### config.mk
export PLATFORM = sky130hd
export DESIGN_NAME = bp_be_thread_sched
export DESIGN_NICKNAME = d
export VERILOG_FILES = /design/src/rtl/bp_be_thread_sched.sv
export SDC_FILE = /design/constraint.sdc
export NUM_CORES = 1
export LEC_CHECK = 0
export CAP_MARGIN = 20
export CORE_MARGIN = 1.5
export CORE_UTILIZATION = 30
export DETAILED_ROUTE_END_ITERATION = 16
export SLEW_MARGIN = 20
export SYNTH_ARGS = -nofsm -noshare
export SYNTH_HDL_FRONTEND = slang
export SYNTH_SLANG_ARGS = --single-unit
### constraint.sdc
create_clock -name clk_i -period 3.2 [get_ports clk_i]
set_input_delay 0.8 -clock clk_i [delete_from_list [all_inputs] [get_ports clk_i]]
set_output_delay 0.8 -clock clk_i [all_outputs]
set_load 0.005 [all_outputs]
### src/rtl/bp_be_thread_sched.sv
// Hardware-thread scheduler: owns the current thread ID and sequences each
// context switch as RUN -> DRAIN -> SWAP -> RUN (software CTXT or quantum preemption).
module bp_be_thread_sched #(
  parameter int num_threads_p     = 4,
  parameter int thread_id_width_p = $clog2(num_threads_p),
  parameter int quantum_width_p   = 16
) (
  input  logic                         clk_i,
  input  logic                         reset_n_i,
  input  logic                         en_i,
  input  logic [quantum_width_p-1:0]   quantum_i,
  input  logic [num_threads_p-1:0]     thread_ready_i,
  input  logic                         csr_ctxt_write_v_i,
  input  logic [thread_id_width_p-1:0] csr_ctxt_write_data_i,
  output logic                         ctxt_reject_o,
  output logic                         drain_req_o,
  input  logic                         drained_i,
  output logic                         swap_v_o,
  output logic [thread_id_width_p-1:0] swap_old_id_o,
  output logic [thread_id_width_p-1:0] swap_new_id_o,
  input  logic                         swap_done_i,
  output logic [thread_id_width_p-1:0] current_thread_id_o,
  output logic                         busy_o,
  output logic [1:0]                   state_o
);

  localparam logic [1:0] RUN   = 2'd0;
  localparam logic [1:0] DRAIN = 2'd1;
  localparam logic [1:0] SWAP  = 2'd2;

  localparam logic [quantum_width_p-1:0] QONE = quantum_width_p'(1);

  logic [1:0]                   state_q, state_d;
  logic [thread_id_width_p-1:0] cur_q, cur_d;
  logic [thread_id_width_p-1:0] tgt_q, tgt_d;
  logic [quantum_width_p-1:0]   cnt_q, cnt_d;
  logic                         entry_q, entry_d;
  logic                         reject_q, reject_d;
  logic                         drain_q, swap_v_q, busy_q;

  logic                         rr_found;
  logic [thread_id_width_p-1:0] rr_id;
  logic [thread_id_width_p-1:0] cand;
  logic                         ctxt_valid;
  logic                         q_on;
  logic                         q_expired;

  // Descending scan so the nearest ready thread after current wins; the
  // power-of-two thread count makes the ID addition wrap naturally.
  always_comb begin
    rr_found = 1'b0;
    rr_id    = cur_q;
    cand     = cur_q;
    for (int i = num_threads_p - 1; i >= 1; i--) begin
      cand = cur_q + thread_id_width_p'(i);
      if (thread_ready_i[cand]) begin
        rr_found = 1'b1;
        rr_id    = cand;
      end
    end
  end

  // Any ID that fits the port is in range because num_threads_p is a power of two.
  assign ctxt_valid = csr_ctxt_write_v_i
                    && (csr_ctxt_write_data_i != cur_q)
                    && thread_ready_i[csr_ctxt_write_data_i];

  // The first RUN cycle after a switch neither counts nor expires, so a slice
  // of quantum Q keeps the thread in RUN for Q+1 cycles.
  assign q_on      = en_i && (quantum_i != '0);
  assign q_expired = q_on && !entry_q && (cnt_q >= (quantum_i - QONE));

  // Swap handshake: swap_v_o is held with stable IDs until swap_done_i is
  // seen high in the same cycle; that cycle is the single transfer point.
  always_comb begin
    state_d  = state_q;
    cur_d    = cur_q;
    tgt_d    = tgt_q;
    cnt_d    = cnt_q;
    entry_d  = 1'b0;
    reject_d = 1'b0;
    case (state_q)
      RUN: begin
        if (q_on && !entry_q && (cnt_q != '1)) cnt_d = cnt_q + QONE;
        reject_d = csr_ctxt_write_v_i && !ctxt_valid;
        if (ctxt_valid) begin
          tgt_d   = csr_ctxt_write_data_i;
          state_d = DRAIN;
        end else if (!thread_ready_i[cur_q] && rr_found) begin
          tgt_d   = rr_id;
          state_d = DRAIN;
        end else if (q_expired) begin
          if (rr_found) begin
            tgt_d   = rr_id;
            state_d = DRAIN;
          end else begin
            cnt_d = '0;
          end
        end
      end
      DRAIN: begin
        reject_d = csr_ctxt_write_v_i;
        if (drained_i) state_d = SWAP;
      end
      SWAP: begin
        reject_d = csr_ctxt_write_v_i;
        if (swap_done_i) begin
          cur_d   = tgt_q;
          cnt_d   = '0;
          entry_d = 1'b1;
          state_d = RUN;
        end
      end
      default: state_d = RUN;
    endcase
  end

  always_ff @(posedge clk_i or negedge reset_n_i) begin
    if (!reset_n_i) begin
      state_q  <= RUN;
      cur_q    <= '0;
      tgt_q    <= '0;
      cnt_q    <= '0;
      entry_q  <= 1'b1;
      reject_q <= 1'b0;
      drain_q  <= 1'b0;
      swap_v_q <= 1'b0;
      busy_q   <= 1'b0;
    end else begin
      state_q  <= state_d;
      cur_q    <= cur_d;
      tgt_q    <= tgt_d;
      cnt_q    <= cnt_d;
      entry_q  <= entry_d;
      reject_q <= reject_d;
      drain_q  <= (state_d != RUN);
      swap_v_q <= (state_d == SWAP);
      busy_q   <= (state_d != RUN);
    end
  end

  assign ctxt_reject_o       = reject_q;
  assign drain_req_o         = drain_q;
  assign swap_v_o            = swap_v_q;
  assign busy_o              = busy_q;
  assign swap_old_id_o       = cur_q;
  assign swap_new_id_o       = tgt_q;
  assign current_thread_id_o = cur_q;
  assign state_o             = state_q;

endmodule

; Word-level counts from Yosys, hierarchy flattened
; Cells that the tools add are included.
[word_totals]
ff_bits = 26
inputBits = 28
out_inout_bits = 12
[classes]
n_addsub = 5
order_cmp = 6
eq_ne = 6
muxes = 37
reduce_logical = 21
[ops]
columns = cell, n
row1 = two-way mux 16 bit, 6
row2 = case mux 16 bit (2 select lines), 1
row3 = two-way mux 2 bit, 13
row4 = "adder 16 x 1 -> 16 bit, second input constant", 1
row5 = >= comparator 16 bit, 1
row6 = "!= test 16 bit, second input constant", 1
row7 = nonzero test 16 bit, 1
row8 = "subtractor 16 x 1 -> 16 bit, second input constant", 1
row9 = "< comparator 2 x 3 -> 1 bit, second input constant", 5
row10 = binary-select mux 1 bit (select 2 bit), 5
row11 = two-way mux 1 bit, 10
row12 = logical AND 1 bit, 8
row13 = case mux 2 bit (3 select lines), 1
row14 = nonzero test 3 bit, 2
row15 = "adder 2 bit, second input constant", 2
row16 = "== test 2 bit, second input constant", 2
row17 = AND reduction 2 bit, 2
row18 = nonzero test 2 bit, 2
row19 = logical NOT 1 bit, 3
row20 = AND reduction 3 bit, 1
row21 = "adder 2 x 1 -> 2 bit, second input constant", 1
row22 = "== test 2 x 1 -> 1 bit, second input constant", 1
row23 = logical NOT 2 bit, 1
row24 = != test 2 bit, 1
row25 = 3 further kinds, 3

; Logic depth before layout (Yosys ltp)
; Gate-level depths: netlist of the first run.
[logic_depth]
ltp_word = 12
depth_mapped = 14
depth_no_buf = 12

; Worst setup path after synthesis of the first run
; Ideal clock, no wire load.
[synth_path]
path_type = input-to-reg
start = in quantum_i[7]
end = reg state_q[1] (netlist: state_o[1])
t_arrival_ns = 3.998
setup_slack_ns = -0.917
stages = 12
n_path_buf = 1
path_cell_list = or4_1 nor3_1 nor3b_1 xnor2_1 ha_1 nand4_1 or3_1 or4_1 and3_4 buf_6 o31a_1 o21ba_1
[synth_via]
elab_chain_len = 8
[synth_rtl]
columns = element, line
row1 = start: declaration, 11  ; input logic [quantum_width_p-1:0] quantum_i,
row2 = "parallel branches: the longest is 3 deep, another holds subtractor 16 x 1 -> 16 bit", --
row3 = logical AND 1 bit (*), 71  ; assign q_expired = q_on && !entry_q && (cnt_q >= (quantum_i - QONE));
row4 = two-way mux 2 bit (*), 92  ; end else if (q_expired) begin
row5 = two-way mux 2 bit (*), 89  ; end else if (!thread_ready_i[cur_q] && rr_found) begin
row6 = two-way mux 2 bit (*), 86  ; if (ctxt_valid) begin
row7 = case mux 2 bit (3 select lines) (*), 82  ; case (state_q)
row8 = net state_d[1], 33  ; logic [1:0] state_q, state_d;
row9 = end signal: assignment, 130  ; state_q <= state_d;
row10 = end: declaration, 33
; Mark *: on every way through the listed nets, which the timed path passes.
; A chain may end at the register's enable or synchronous reset.

; Worst setup path after layout of the first run
[layout_path]
start = in quantum_i[6]
end = reg tgt_q[1] (netlist: swap_new_id_o[1])
[layout_via]
elab_chain_len = 6
[layout_rtl]
columns = element, line
row1 = "parallel branches: the longest is 3 deep, another holds subtractor 16 x 1 -> 16 bit", --
row2 = logical AND 1 bit (*), 71
row3 = nonzero test 3 bit (no source line) (*), --
row4 = AND reduction 3 bit (no source line) (*), --
row5 = end signal: assignment, 132  ; tgt_q <= tgt_d;
row6 = end: declaration, 35  ; logic [thread_id_width_p-1:0] tgt_q, tgt_d;
; Mark *: on every way between the ends.

==> impl_metrics.xml, run 1 <==
<?xml version="1.0" encoding="UTF-8"?>
<metrics>
  <group name="run_status">
    <metric name="status" unit="">finished with violations</metric>
    <metric name="failed_checks" unit="">setup timing</metric>
  </group>
  <group name="yosys">
    <metric name="synth_seq_cells" unit="">26</metric>
    <metric name="synthesis.area" unit="um2">2540</metric>
    <metric name="post_syn_instances" unit="">307</metric>
    <metric name="postSynthNetCount" unit="">357</metric>
    <metric name="async_reset_ff_share" unit="%">100</metric>
    <metric name="synth_cell_type_count" unit="">63</metric>
    <metric name="yosys.area.top_type_share" unit="%">24.6</metric>
    <metric name="synth-edff-count" unit="">0</metric>
    <metric name="postSynthAreaPerCell" unit="um2">8.27</metric>
    <metric name="synth_top_flop_cell" unit="">dfrtp_1</metric>
    <metric name="yosysTopAreaCell" unit="">dfrtp_1</metric>
    <metric name="ys_warn_count" unit="">0</metric>
    <metric name="synth-seq-area-share" unit="%">25.7</metric>
    <metric name="synth.top_cells.by_area" unit="">dfrtp_1, ha_1, nand2_1</metric>
  </group>
  <group name="timing">
    <metric name="setup_skew" unit="ns">0.00553</metric>
    <metric name="final-setup-viol-count" unit="">22</metric>
    <metric name="report.final.hold_viol_count" unit="">0</metric>
    <metric name="min_period" unit="ns">3.69</metric>
    <metric name="grt_setup_unrepaired" unit="">true</metric>
    <metric name="final_max_slew_viol_count" unit="">0</metric>
    <metric name="fin_crit_sh" unit="%">115</metric>
    <metric name="f_max" unit="MHz">271</metric>
    <metric name="worst_case_setup_margin_in_the_final_layout" unit="ns">-0.487</metric>
    <metric name="relSlewSlack" unit="%">58.3</metric>
    <metric name="worst_pin_slew" unit="ns">0.620</metric>
    <metric name="fin_worst_hold_slack" unit="ns">0.553</metric>
  </group>
  <group name="die">
    <metric name="initial_utilization" unit="%">30.9</metric>
    <metric name="area_of_the_die" unit="um2">9020</metric>
    <metric name="top_level_i_o_count" unit="">40</metric>
    <metric name="core" unit="um2">8220</metric>
    <metric name="placement_row_count" unit="">33</metric>
    <metric name="die_height" unit="um">95.0</metric>
    <metric name="dieWidth" unit="um">95.0</metric>
  </group>
  <group name="power_and_ir_drop">
    <metric name="peakVddDrop" unit="uV">363</metric>
    <metric name="power_per_cell_area" unit="nW/um2">549</metric>
    <metric name="power" unit="mW">2.01</metric>
    <metric name="power_leakage" unit="nW">1.55</metric>
  </group>
  <group name="worst_setup_path">
    <metric name="worst_path_most_repeated_cell" unit="">or4_4</metric>
    <metric name="worst-endpoint-required" unit="ns">3.37</metric>
    <metric name="timing.critical_path.fanout_max" unit="">5</metric>
    <metric name="critical_path.reg2reg.endpoint" unit="">swap_new_id_o[1]</metric>
    <metric name="r2r-start" unit="">cnt_q[11]</metric>
    <metric name="r2r_setup_slk" unit="ns">0.65</metric>
    <metric name="crit_type" unit="">input port to flop</metric>
    <metric name="worst_ep_arrival_time" unit="ns">3.86</metric>
    <metric name="crit_path_start_kind" unit="">input port</metric>
    <metric name="worstRegToRegCells" unit="">7</metric>
    <metric name="cpMaxStageDelayCell" unit="">or4_4</metric>
    <metric name="worstSetupStartpoint" unit="">quantum_i[6]</metric>
    <metric name="critical_path.endpoint_type" unit="">flop</metric>
    <metric name="slowest_delay" unit="ns">0.56</metric>
    <metric name="timing.critical_path.cells" unit="">buf_6 -&gt; or4_4 -&gt; nor3_4 -&gt; nor3b_4 -&gt; xnor2_1 -&gt; ha_1 -&gt; nand4_1 -&gt; or3_4 -&gt; or4_4 -&gt; and3_4 -&gt; o22ai_4 -&gt; mux2_4</metric>
  </group>
  <group name="cts">
    <metric name="max-clock-path-buffers" unit="">2</metric>
    <metric name="clk_latency_worst_skew_pair" unit="ns">0.28</metric>
    <metric name="tritoncts_clock_tree" unit="">yes</metric>
    <metric name="htree_num_levels" unit="">1</metric>
    <metric name="cts.sink_count" unit="">26</metric>
    <metric name="cts_made_buffers" unit="">3</metric>
    <metric name="root_buffer" unit="">clkbuf_8</metric>
    <metric name="cts-hold-fix-buffers" unit="">0</metric>
    <metric name="clock_transition_at_the_registers_of_the_reported_paths" unit="ns">0.10</metric>
  </group>
  <group name="layout">
    <metric name="multi_input_area" unit="um2">1990</metric>
    <metric name="fillerInstances" unit="">795</metric>
    <metric name="final_net_count" unit="">434</metric>
    <metric name="area_growth_syn_to_layout" unit="%">44.4</metric>
    <metric name="fin_util" unit="%">44.6</metric>
    <metric name="layout.area.seq" unit="um2">652</metric>
    <metric name="antenna_cells" unit="">0</metric>
    <metric name="post_route_cells_drive_above_1_share" unit="%">27.4</metric>
  </group>
  <group name="global_route">
    <metric name="antenna_found_initial" unit="">0</metric>
    <metric name="grt_start_max_net_pins" unit="">27</metric>
    <metric name="globalRouteOverflowTotal" unit="">0</metric>
    <metric name="grt_util_all_layers" unit="%">16.6</metric>
    <metric name="global_route_wire_length_before_repair" unit="um">11900</metric>
    <metric name="first_global_vias" unit="">2566</metric>
  </group>
  <group name="routing">
    <metric name="detail_route.vias_per_cell" unit="">5.41</metric>
    <metric name="route.vias.total" unit="">2639</metric>
    <metric name="drtPass1Iterations" unit="">5</metric>
    <metric name="drcViolationCount" unit="">0</metric>
    <metric name="dr.first_iter.drc_count" unit="">145</metric>
    <metric name="route.detailed.wl_per_inst" unit="um">14.6</metric>
    <metric name="antenna_left" unit="">0</metric>
    <metric name="route.final.wire_length" unit="um">7140</metric>
  </group>
  <group name="placed_design">
    <metric name="io_buffer_count" unit="">39</metric>
    <metric name="place_congestion" unit="">0.862</metric>
    <metric name="dp_hpwl" unit="um">5200</metric>
  </group>
  <group name="worst_hold_path">
    <metric name="hp-start" unit="">swap_new_id_o[1]</metric>
    <metric name="min_delay_path_depth" unit="">1</metric>
    <metric name="hold_path_class" unit="">flop to flop</metric>
    <metric name="hold_end" unit="">swap_new_id_o[1]</metric>
  </group>
  <group name="run">
    <metric name="cap_violations" unit="">0</metric>
  </group>
</metrics>
-- worst max path at each step --
stage                             endpoint  slack (ns)  cells past startpoint
after global placement    swap_new_id_o[1]       -1.13                     12
after detailed placement          cnt_q[4]       -1.29                     12
after global routing      swap_new_id_o[1]       -0.66                     12
after CTS                       state_o[1]       -0.61                     12
after floorplan                 state_o[1]       -0.59                     12
final                     swap_new_id_o[1]       -0.49                     12
-- Yosys cell counts, drive strengths merged, types with 5 or more instances --
library cell and number:
nor2 12, buf 9, o31a 7, nor4 10, nor2b 5, a21oi 11
o21ai 17, nand3 9, nand2b 7, o221ai 7, ha 22, nand2 38
xnor2 10, inv 14, nor3 12, a31oi 5, dfrtp 25, clkbuf 7
and3 10
-- metal layers --
layer | global-route usage [%] | routed length, um
met3 | 2.33 | 253
met2 | 28.2 | 3520
met5 | 0 | 0
met1 | 22.0 | 3280
met4 | 3.86 | 82
-- cells by family after synthesis --
logic type      count (synthesis)  share of synthesized area (%)
simple gates                  125                           25.8
compound gates                 84                           24.4
buf+inv                        30                           5.42
flops                          26                           25.7
fa+ha+maj                      22                           10.8
xor+xnor                       14                           4.83
mux                             6                           3.06
-- what timing repair did --
| action | CTS | global route |
|---|---|---|
| pin swaps | 45 | 16 |
| buffers inserted | 8 | 2 |
| cloned | 1 | 0 |
| hold endpoints to repair | 0 | 0 |
| resized for setup | 81 | 5 |
| setup endpoints to repair | 22 | 22 |
-- registers in the layout, summed over array words and instances (netlist names) --
register	cells
state_o	2
cnt_q	16
swap_new_id_o	2
ctxt_reject_o	1
swap_v_o	1
busy_o	1
entry_q	1
current_thread_id_o	2
-- critical path: cells and delay by family --
kind | cells | cell delay [ns]
muxes | 1 | 0.32
AOI/OAI and AO/OA | 1 | 0.19
xor gates and xnor gates | 1 | 0.09
buffers and inverters | 1 | 0.09
adders and majority gates | 1 | 0.29
and+or+nand+nor | 7 | 2.07
-- placed cells by master, fill, tap and decap left out, types with 6 or more instances in the layout --
| master | instances |
|---|---|
| buf_4 | 39 |
| nand2_1 | 35 |
| clkdlybuf4s50_1 | 26 |
| dfrtp_1 | 25 |
| ha_1 | 22 |
| inv_1 | 14 |
| nor2_1 | 11 |
| a21oi_1 | 11 |
| xnor2_1 | 10 |
| nor4_1 | 9 |
| nor3_1 | 9 |
| nand3_1 | 9 |
| and3_1 | 9 |
| buf_6 | 9 |
| o21ai_0 | 7 |
| o31a_1 | 7 |
| nand2b_1 | 6 |
| o221ai_2 | 6 |
| o21ai_2 | 6 |
| dlygate4sd2_1 | 6 |
-- through the flow --
| step | setup slack, ns | instances | setup TNS (ns) | area, um2 |
|---|---|---|---|---|
| final | -0.487 | 488 | -8.22 | 3660 |
| after global placement | -1.13 | 473 | -22.43 | 3330 |
| after CTS | -0.609 | 486 | -10.81 | 3620 |
| after floorplan | -0.586 | 307 | -11.18 | 2580 |
| after detailed placement | -1.29 | 473 | -24.90 | 3330 |
| after global routing | -0.660 | 488 | -12.00 | 3660 |
-- power breakdown --
group / internal [mW] / switching (mW) / leakage, nW
clock network: 0.110 / 0.112 / 0.0288
logic: 0.646 / 0.580 / 1.18
registers: 0.424 / 0.139 / 0.340
-- cell type report --
cell class	instances	area share [%]
well taps	105	3.58
inverters	14	1.43
repair buffers	87	21.4
clock buffers	4	1.50
multi-input cells	252	54.3
flip-flops and latches	26	17.8
No activity file was read; power rests on OpenSTA's default activity.
==> run 2, diff against run 1 <==
CORE_MARGIN = 3   (was 1.5)
==> run 2 against run 1 <==
Compared with the run above: the run still ends with setup timing left; sequential share of layout area is 0.29 points lower; global-route usage is 1.0 points lower; clock-buffer cell count is 1 lower; worst setup slack worse by 0.024 ns; via count is 0.76% lower; cell area is 1.7% higher; clock skew is 0.0042 ns higher; critical path depth stayed put; hold slack better by 0.0074 ns; critical endpoint is now swap_new_id_o[0].
==> impl_metrics.xml, run 2 (synthesis results as in run 1) <==
<?xml version="1.0" encoding="UTF-8"?>
<metrics>
  <group name="worst_setup_path">
    <metric name="critical_path.endpoint_type" unit="">flop</metric>
    <metric name="timing.critical_path.fanout_max" unit="">6</metric>
    <metric name="r2r-start" unit="">cnt_q[11]</metric>
    <metric name="worst-endpoint-required" unit="ns">3.37</metric>
    <metric name="crit_path_start_kind" unit="">input port</metric>
    <metric name="worstSetupStartpoint" unit="">quantum_i[6]</metric>
    <metric name="r2r_setup_slk" unit="ns">0.62</metric>
    <metric name="worstRegToRegCells" unit="">7</metric>
    <metric name="critical_path.reg2reg.endpoint" unit="">swap_new_id_o[0]</metric>
    <metric name="worst_ep_arrival_time" unit="ns">3.88</metric>
    <metric name="crit_type" unit="">input port to flop</metric>
  </group>
  <group name="global_route">
    <metric name="grt_util_all_layers" unit="%">15.6</metric>
    <metric name="globalRouteOverflowTotal" unit="">0</metric>
    <metric name="first_global_vias" unit="">2657</metric>
    <metric name="global_route_wire_length_before_repair" unit="um">12700</metric>
    <metric name="grt_start_max_net_pins" unit="">27</metric>
    <metric name="antenna_found_initial" unit="">0</metric>
  </group>
  <group name="power_and_ir_drop">
    <metric name="power_frac_clock" unit="%">13.6</metric>
    <metric name="power_per_cell_area" unit="nW/um2">552</metric>
    <metric name="peakVddDrop" unit="uV">385</metric>
    <metric name="power_leakage" unit="nW">1.57</metric>
    <metric name="sw_frac_of_total" unit="%">40.4</metric>
    <metric name="p_sw" unit="mW">0.831</metric>
    <metric name="intPower" unit="mW">1.23</metric>
    <metric name="power" unit="mW">2.06</metric>
    <metric name="power.combinational.fraction" unit="%">58.9</metric>
    <metric name="p_seq_share" unit="%">27.5</metric>
  </group>
  <group name="layout">
    <metric name="area_growth_syn_to_layout" unit="%">46.8</metric>
    <metric name="stdcell_area" unit="um2">3730</metric>
    <metric name="fillerInstances" unit="">765</metric>
    <metric name="most-common-layout-cells" unit="">buf_4, nand2_1, clkdlybuf4s50_1</metric>
    <metric name="antenna_cells" unit="">0</metric>
    <metric name="flip_flop_count_of_the_largest_register_all_copies_and_words_added" unit="">16</metric>
    <metric name="largest-register" unit="">cnt_q</metric>
    <metric name="final_net_count" unit="">429</metric>
    <metric name="post_route_cells_drive_above_1_share" unit="%">27.8</metric>
    <metric name="fin_util" unit="%">46.8</metric>
    <metric name="final_common_cell" unit="">buf_4</metric>
  </group>
  <group name="die">
    <metric name="core" unit="um2">7970</metric>
    <metric name="area_of_the_die" unit="um2">9600</metric>
    <metric name="dieWidth" unit="um">98.0</metric>
    <metric name="placement_row_count" unit="">32</metric>
    <metric name="initial_utilization" unit="%">31.9</metric>
    <metric name="top_level_i_o_count" unit="">40</metric>
    <metric name="die_height" unit="um">98.0</metric>
  </group>
  <group name="timing">
    <metric name="final_max_slew_viol_count" unit="">0</metric>
    <metric name="min_period" unit="ns">3.71</metric>
    <metric name="worst_case_setup_margin_in_the_final_layout" unit="ns">-0.511</metric>
    <metric name="fin_crit_sh" unit="%">116</metric>
    <metric name="grt_setup_unrepaired" unit="">true</metric>
    <metric name="f_max" unit="MHz">269</metric>
    <metric name="report.final.hold_viol_count" unit="">0</metric>
    <metric name="worst_pin_slew" unit="ns">0.611</metric>
    <metric name="setup_skew" unit="ns">0.00972</metric>
    <metric name="fin_worst_hold_slack" unit="ns">0.560</metric>
    <metric name="final.setup.tns" unit="ns">-9.11</metric>
    <metric name="final-setup-viol-count" unit="">22</metric>
    <metric name="relSlewSlack" unit="%">59.1</metric>
  </group>
  <group name="worst_hold_path">
    <metric name="hold_end" unit="">current_thread_id_o[0]</metric>
    <metric name="hp-start" unit="">swap_new_id_o[0]</metric>
    <metric name="min_delay_path_depth" unit="">2</metric>
    <metric name="hold_path_class" unit="">flop to flop</metric>
  </group>
  <group name="cts">
    <metric name="root_buffer" unit="">clkbuf_8</metric>
    <metric name="tritoncts_clock_tree" unit="">yes</metric>
    <metric name="cts.sink_count" unit="">26</metric>
    <metric name="clk_latency_worst_skew_pair" unit="ns">0.28</metric>
    <metric name="max-clock-path-buffers" unit="">2</metric>
    <metric name="cts-hold-fix-buffers" unit="">0</metric>
    <metric name="cts_made_buffers" unit="">3</metric>
    <metric name="htree_num_levels" unit="">1</metric>
    <metric name="clock_transition_at_the_registers_of_the_reported_paths" unit="ns">0.09</metric>
  </group>
  <group name="run">
    <metric name="cap_violations" unit="">0</metric>
  </group>
  <group name="routing">
    <metric name="route.final.wire_length" unit="um">7290</metric>
    <metric name="route.detailed.wl_per_inst" unit="um">15.2</metric>
    <metric name="antenna_left" unit="">0</metric>
    <metric name="detail_route.vias_per_cell" unit="">5.46</metric>
    <metric name="route.vias.total" unit="">2619</metric>
    <metric name="drcViolationCount" unit="">0</metric>
    <metric name="drtPass1Iterations" unit="">4</metric>
    <metric name="dr.first_iter.drc_count" unit="">167</metric>
  </group>
  <group name="placed_design">
    <metric name="place_area" unit="um2">3300</metric>
    <metric name="dp_hpwl" unit="um">5270</metric>
    <metric name="io_buffer_count" unit="">39</metric>
    <metric name="place_congestion" unit="">0.848</metric>
  </group>
  <group name="run_status">
    <metric name="status" unit="">finished with violations</metric>
    <metric name="failed_checks" unit="">setup timing</metric>
  </group>
</metrics>
run 2: timing repair:
item / in CTS / in global routing
setup endpoints to repair: 22 / 22
pin swaps: 28 / 20
setup buffers: 5 / 1
gates resized for setup: 77 / 20
cloned: 2 / 0
run 2: worst max-delay path by stage:
stage	to	slack, ns	cells past startpoint
final	swap_new_id_o[0]	-0.51	12
after detailed placement	cnt_q[1]	-1.27	13
after floorplan	state_o[1]	-0.59	12
after global placement	cnt_q[1]	-1.18	13
after CTS	swap_new_id_o[0]	-0.58	12
after global routing	swap_new_id_o[0]	-0.65	12
run 2: critical path, cell delays in order:
cell	delay [ns]
buf_6	0.09
or4_4	0.55
nor3_4	0.19
nor3b_2	0.22
xnor2_1	0.09
ha_1	0.29
nand4_1	0.10
or3_4	0.34
or4_4	0.43
and3_4	0.24
o22ai_4	0.20
mux2_4	0.32
run 2: routing by layer:
metal	vias up	track usage [%]	share of wire [%]
li1	1299	-	-
met4	0	3.41	1.1
met3	8	2.64	4.4
met1	1253	21.1	44
met5	-	0	0
met2	59	25.9	51
run 2: layout make-up:
type / instances / area [um2] / area share, %
inverter: 14 / 52.6 / 1.41
clock buffer: 3 / 41.3 / 1.11
timing repair buffer: 83 / 772 / 20.7
clock inverter: 1 / 30.0 / 0.806
tap: 102 / 128 / 3.43
sequential: 26 / 652 / 17.5
multi-input combinational: 251 / 2050 / 55.0
run 2: power by group through the flow:
stage | registers (mW) | clock network, mW | logic (mW)
finish | 0.565 | 0.280 | 1.21
global route | 0.589 | 0.303 | 1.34
CTS | 0.561 | 0.290 | 1.15
detailed placement | 0.564 | 0 | 1.03
global placement | 0.560 | 0 | 1.02
floorplan | 0.508 | 0 | 0.660
run 2: per-stage QoR:
step	cells	setup slack [ns]
global placement	469	-1.18
global route	480	-0.650
CTS	480	-0.578
finish	480	-0.511
floorplan	307	-0.586
detailed placement	469	-1.27
==> run 3, diff against run 2 <==
CORE_ASPECT_RATIO = 1.2   (was default)
==> run 3 against run 2 <==
Compared with the run above: the flow still finishes with violations (setup timing); utilization decreased by 0.93 points; worst setup slack better by 0.0071 ns; combinational power is essentially flat; fmax is 0.19% higher; die area hardly changed; sequential cell count unchanged; non-clock buffer count up 3; routed wire length increased by 1.8%.
==> impl_metrics.xml, run 3 (synthesis results as in run 1) <==
<?xml version="1.0" encoding="UTF-8"?>
<metrics>
  <group name="run_status">
    <metric name="status" unit="">finished with violations</metric>
    <metric name="failed_checks" unit="">setup timing</metric>
  </group>
  <group name="worst_setup_path">
    <metric name="r2r-start" unit="">cnt_q[13]</metric>
    <metric name="r2r_setup_slk" unit="ns">0.69</metric>
    <metric name="timing.critical_path.fanout_max" unit="">6</metric>
    <metric name="worstRegToRegCells" unit="">7</metric>
    <metric name="crit_type" unit="">input port to flop</metric>
    <metric name="critical_path.reg2reg.endpoint" unit="">state_o[1]</metric>
    <metric name="critPathCapture" unit="">state_o[1]</metric>
    <metric name="worst_ep_arrival_time" unit="ns">3.89</metric>
    <metric name="worst-endpoint-required" unit="ns">3.39</metric>
    <metric name="crit_path_start_kind" unit="">input port</metric>
    <metric name="critical_path.endpoint_type" unit="">flop</metric>
    <metric name="worstSetupStartpoint" unit="">quantum_i[9]</metric>
  </group>
  <group name="cts">
    <metric name="tritoncts_clock_tree" unit="">yes</metric>
    <metric name="max-clock-path-buffers" unit="">2</metric>
    <metric name="root_buffer" unit="">clkbuf_8</metric>
    <metric name="clk_latency_worst_skew_pair" unit="ns">0.28</metric>
    <metric name="cts.sink_count" unit="">26</metric>
    <metric name="htree_num_levels" unit="">1</metric>
    <metric name="cts-hold-fix-buffers" unit="">0</metric>
    <metric name="clock_transition_at_the_registers_of_the_reported_paths" unit="ns">0.10</metric>
    <metric name="cts_made_buffers" unit="">3</metric>
  </group>
  <group name="global_route">
    <metric name="grt_util_all_layers" unit="%">15.1</metric>
    <metric name="first_global_vias" unit="">2629</metric>
    <metric name="grt_start_max_net_pins" unit="">24</metric>
    <metric name="globalRouteOverflowTotal" unit="">0</metric>
    <metric name="antenna_found_initial" unit="">0</metric>
    <metric name="global_route_wire_length_before_repair" unit="um">12200</metric>
  </group>
  <group name="timing">
    <metric name="worst_case_setup_margin_in_the_final_layout" unit="ns">-0.504</metric>
    <metric name="setup_skew" unit="ns">0.0134</metric>
    <metric name="fin_crit_sh" unit="%">116</metric>
    <metric name="report.final.hold_viol_count" unit="">0</metric>
    <metric name="final_max_slew_viol_count" unit="">0</metric>
    <metric name="grt_setup_unrepaired" unit="">true</metric>
    <metric name="final-setup-viol-count" unit="">22</metric>
    <metric name="relSlewSlack" unit="%">47.5</metric>
    <metric name="f_max" unit="MHz">270</metric>
    <metric name="min_period" unit="ns">3.70</metric>
    <metric name="worst_pin_slew" unit="ns">0.785</metric>
  </group>
  <group name="routing">
    <metric name="drtPass1Iterations" unit="">4</metric>
    <metric name="drcViolationCount" unit="">0</metric>
    <metric name="route.vias.total" unit="">2677</metric>
    <metric name="dr.first_iter.drc_count" unit="">158</metric>
    <metric name="route.final.wire_length" unit="um">7420</metric>
    <metric name="detail_route.vias_per_cell" unit="">5.40</metric>
    <metric name="route.detailed.wl_per_inst" unit="um">15.0</metric>
    <metric name="antenna_left" unit="">0</metric>
  </group>
  <group name="placed_design">
    <metric name="place_area" unit="um2">3350</metric>
    <metric name="io_buffer_count" unit="">39</metric>
    <metric name="dp_hpwl" unit="um">5340</metric>
    <metric name="place_congestion" unit="">0.852</metric>
  </group>
  <group name="layout">
    <metric name="final_common_cell" unit="">buf_4</metric>
    <metric name="antenna_cells" unit="">0</metric>
    <metric name="post_route_cells_drive_above_1_share" unit="%">30.4</metric>
    <metric name="most-common-layout-cells" unit="">buf_4, nand2_1, clkdlybuf4s50_1</metric>
    <metric name="stdcell_area" unit="um2">3760</metric>
    <metric name="largest-register" unit="">cnt_q</metric>
    <metric name="fillerInstances" unit="">809</metric>
    <metric name="final_net_count" unit="">433</metric>
    <metric name="area_growth_syn_to_layout" unit="%">48.0</metric>
    <metric name="flip_flop_count_of_the_largest_register_all_copies_and_words_added" unit="">16</metric>
  </group>
  <group name="run">
    <metric name="cap_violations" unit="">0</metric>
  </group>
  <group name="die">
    <metric name="core" unit="um2">8200</metric>
    <metric name="initial_utilization" unit="%">31.0</metric>
    <metric name="area_of_the_die" unit="um2">9610</metric>
    <metric name="die_height" unit="um">107</metric>
    <metric name="top_level_i_o_count" unit="">40</metric>
    <metric name="placement_row_count" unit="">36</metric>
    <metric name="dieWidth" unit="um">90.0</metric>
  </group>
  <group name="worst_hold_path">
    <metric name="hold_path_class" unit="">flop to flop</metric>
  </group>
  <group name="power_and_ir_drop">
    <metric name="power_leakage" unit="nW">1.58</metric>
    <metric name="peakVddDrop" unit="uV">371</metric>
    <metric name="power_per_cell_area" unit="nW/um2">548</metric>
    <metric name="power" unit="mW">2.06</metric>
  </group>
</metrics>
==> run 3: cell count changes in the layout (fill, tap and decap cells not counted), moves of 3 or more <==
cell,delta
o21ai_2,+3
buf_6,+6
dlygate4sd2_1,-4
buf_2,-3
clkdlybuf4s50_1,+3
==> run 3: worst max-delay path, stage by stage <==
cell and delay [ns]:
buf_6 0.09, or4_4 0.57, nor3_4 0.18, nor3b_2 0.19
xnor2_1 0.10, ha_1 0.31, nand4_1 0.14, or3_1 0.34
or4_4 0.43, and3_4 0.22, o31a_1 0.33, o21ba_1 0.19
==> run 3: repair_timing <==
action / CTS / global route
pin swaps: 40 / 22
gates cloned: 1 / 0
setup buffers: 4 / 2
gates resized for setup: 67 / 31
endpoints found under the setup margin: 22 / 22
==> run 3: per-stage QoR <==
stage	instances	hold slack (ns)	utilization (%)	setup WS [ns]	TNS, ns
floorplan	307	0.491	-	-0.586	-11.18
detailed placement	485	0.536	40.8	-1.30	-24.95
CTS	494	0.585	44.0	-0.630	-12.05
global route	496	0.585	45.8	-0.631	-11.65
global placement	485	0.539	40.8	-1.26	-23.86
finish	496	0.574	45.8	-0.504	-9.15
==> run 3: final cells by class <==
cell class	count	area [um2]	area share (%)
Multi-Input combinational cell	252	2060	54.8
Clock inverter	1	30.0	0.799
Inverter	14	52.6	1.40
Clock buffer	3	41.3	1.10
Tap cell	114	143	3.80
Timing Repair Buffer	86	779	20.7
Sequential cell	26	652	17.3
==> run 3: report_power, final <==
group | leakage, nW | total (mW) | internal (mW) | switching [mW]
logic | 1.20 | 1.21 | 0.621 | 0.589
registers | 0.340 | 0.568 | 0.424 | 0.144
clock network | 0.0357 | 0.283 | 0.168 | 0.115
==> run 3: metal layers <==
layer	GRT usage, %	up-vias	share of wire (%)
met5	0	-	0
met4	5.14	0	1.7
met3	1.75	11	4.3
met2	26.9	75	50
met1	18.8	1275	43
li1	-	1316	-
==> run 3: worst min-delay path by stage <==
| stage | end | slack (ns) | from | depth (start not counted) |
|---|---|---|---|---|
| 2_1_floorplan | current_thread_id_o[0] | 0.49 | swap_new_id_o[0] | 2 |
| 3_3_place_gp | current_thread_id_o[0] | 0.54 | swap_new_id_o[0] | 2 |
| 3_5_place_dp | current_thread_id_o[0] | 0.54 | swap_new_id_o[0] | 2 |
| 4_1_cts | swap_new_id_o[1] | 0.58 | swap_new_id_o[1] | 1 |
| 5_1_grt | swap_new_id_o[1] | 0.58 | swap_new_id_o[1] | 1 |
| 6_report | swap_new_id_o[1] | 0.57 | swap_new_id_o[1] | 1 |
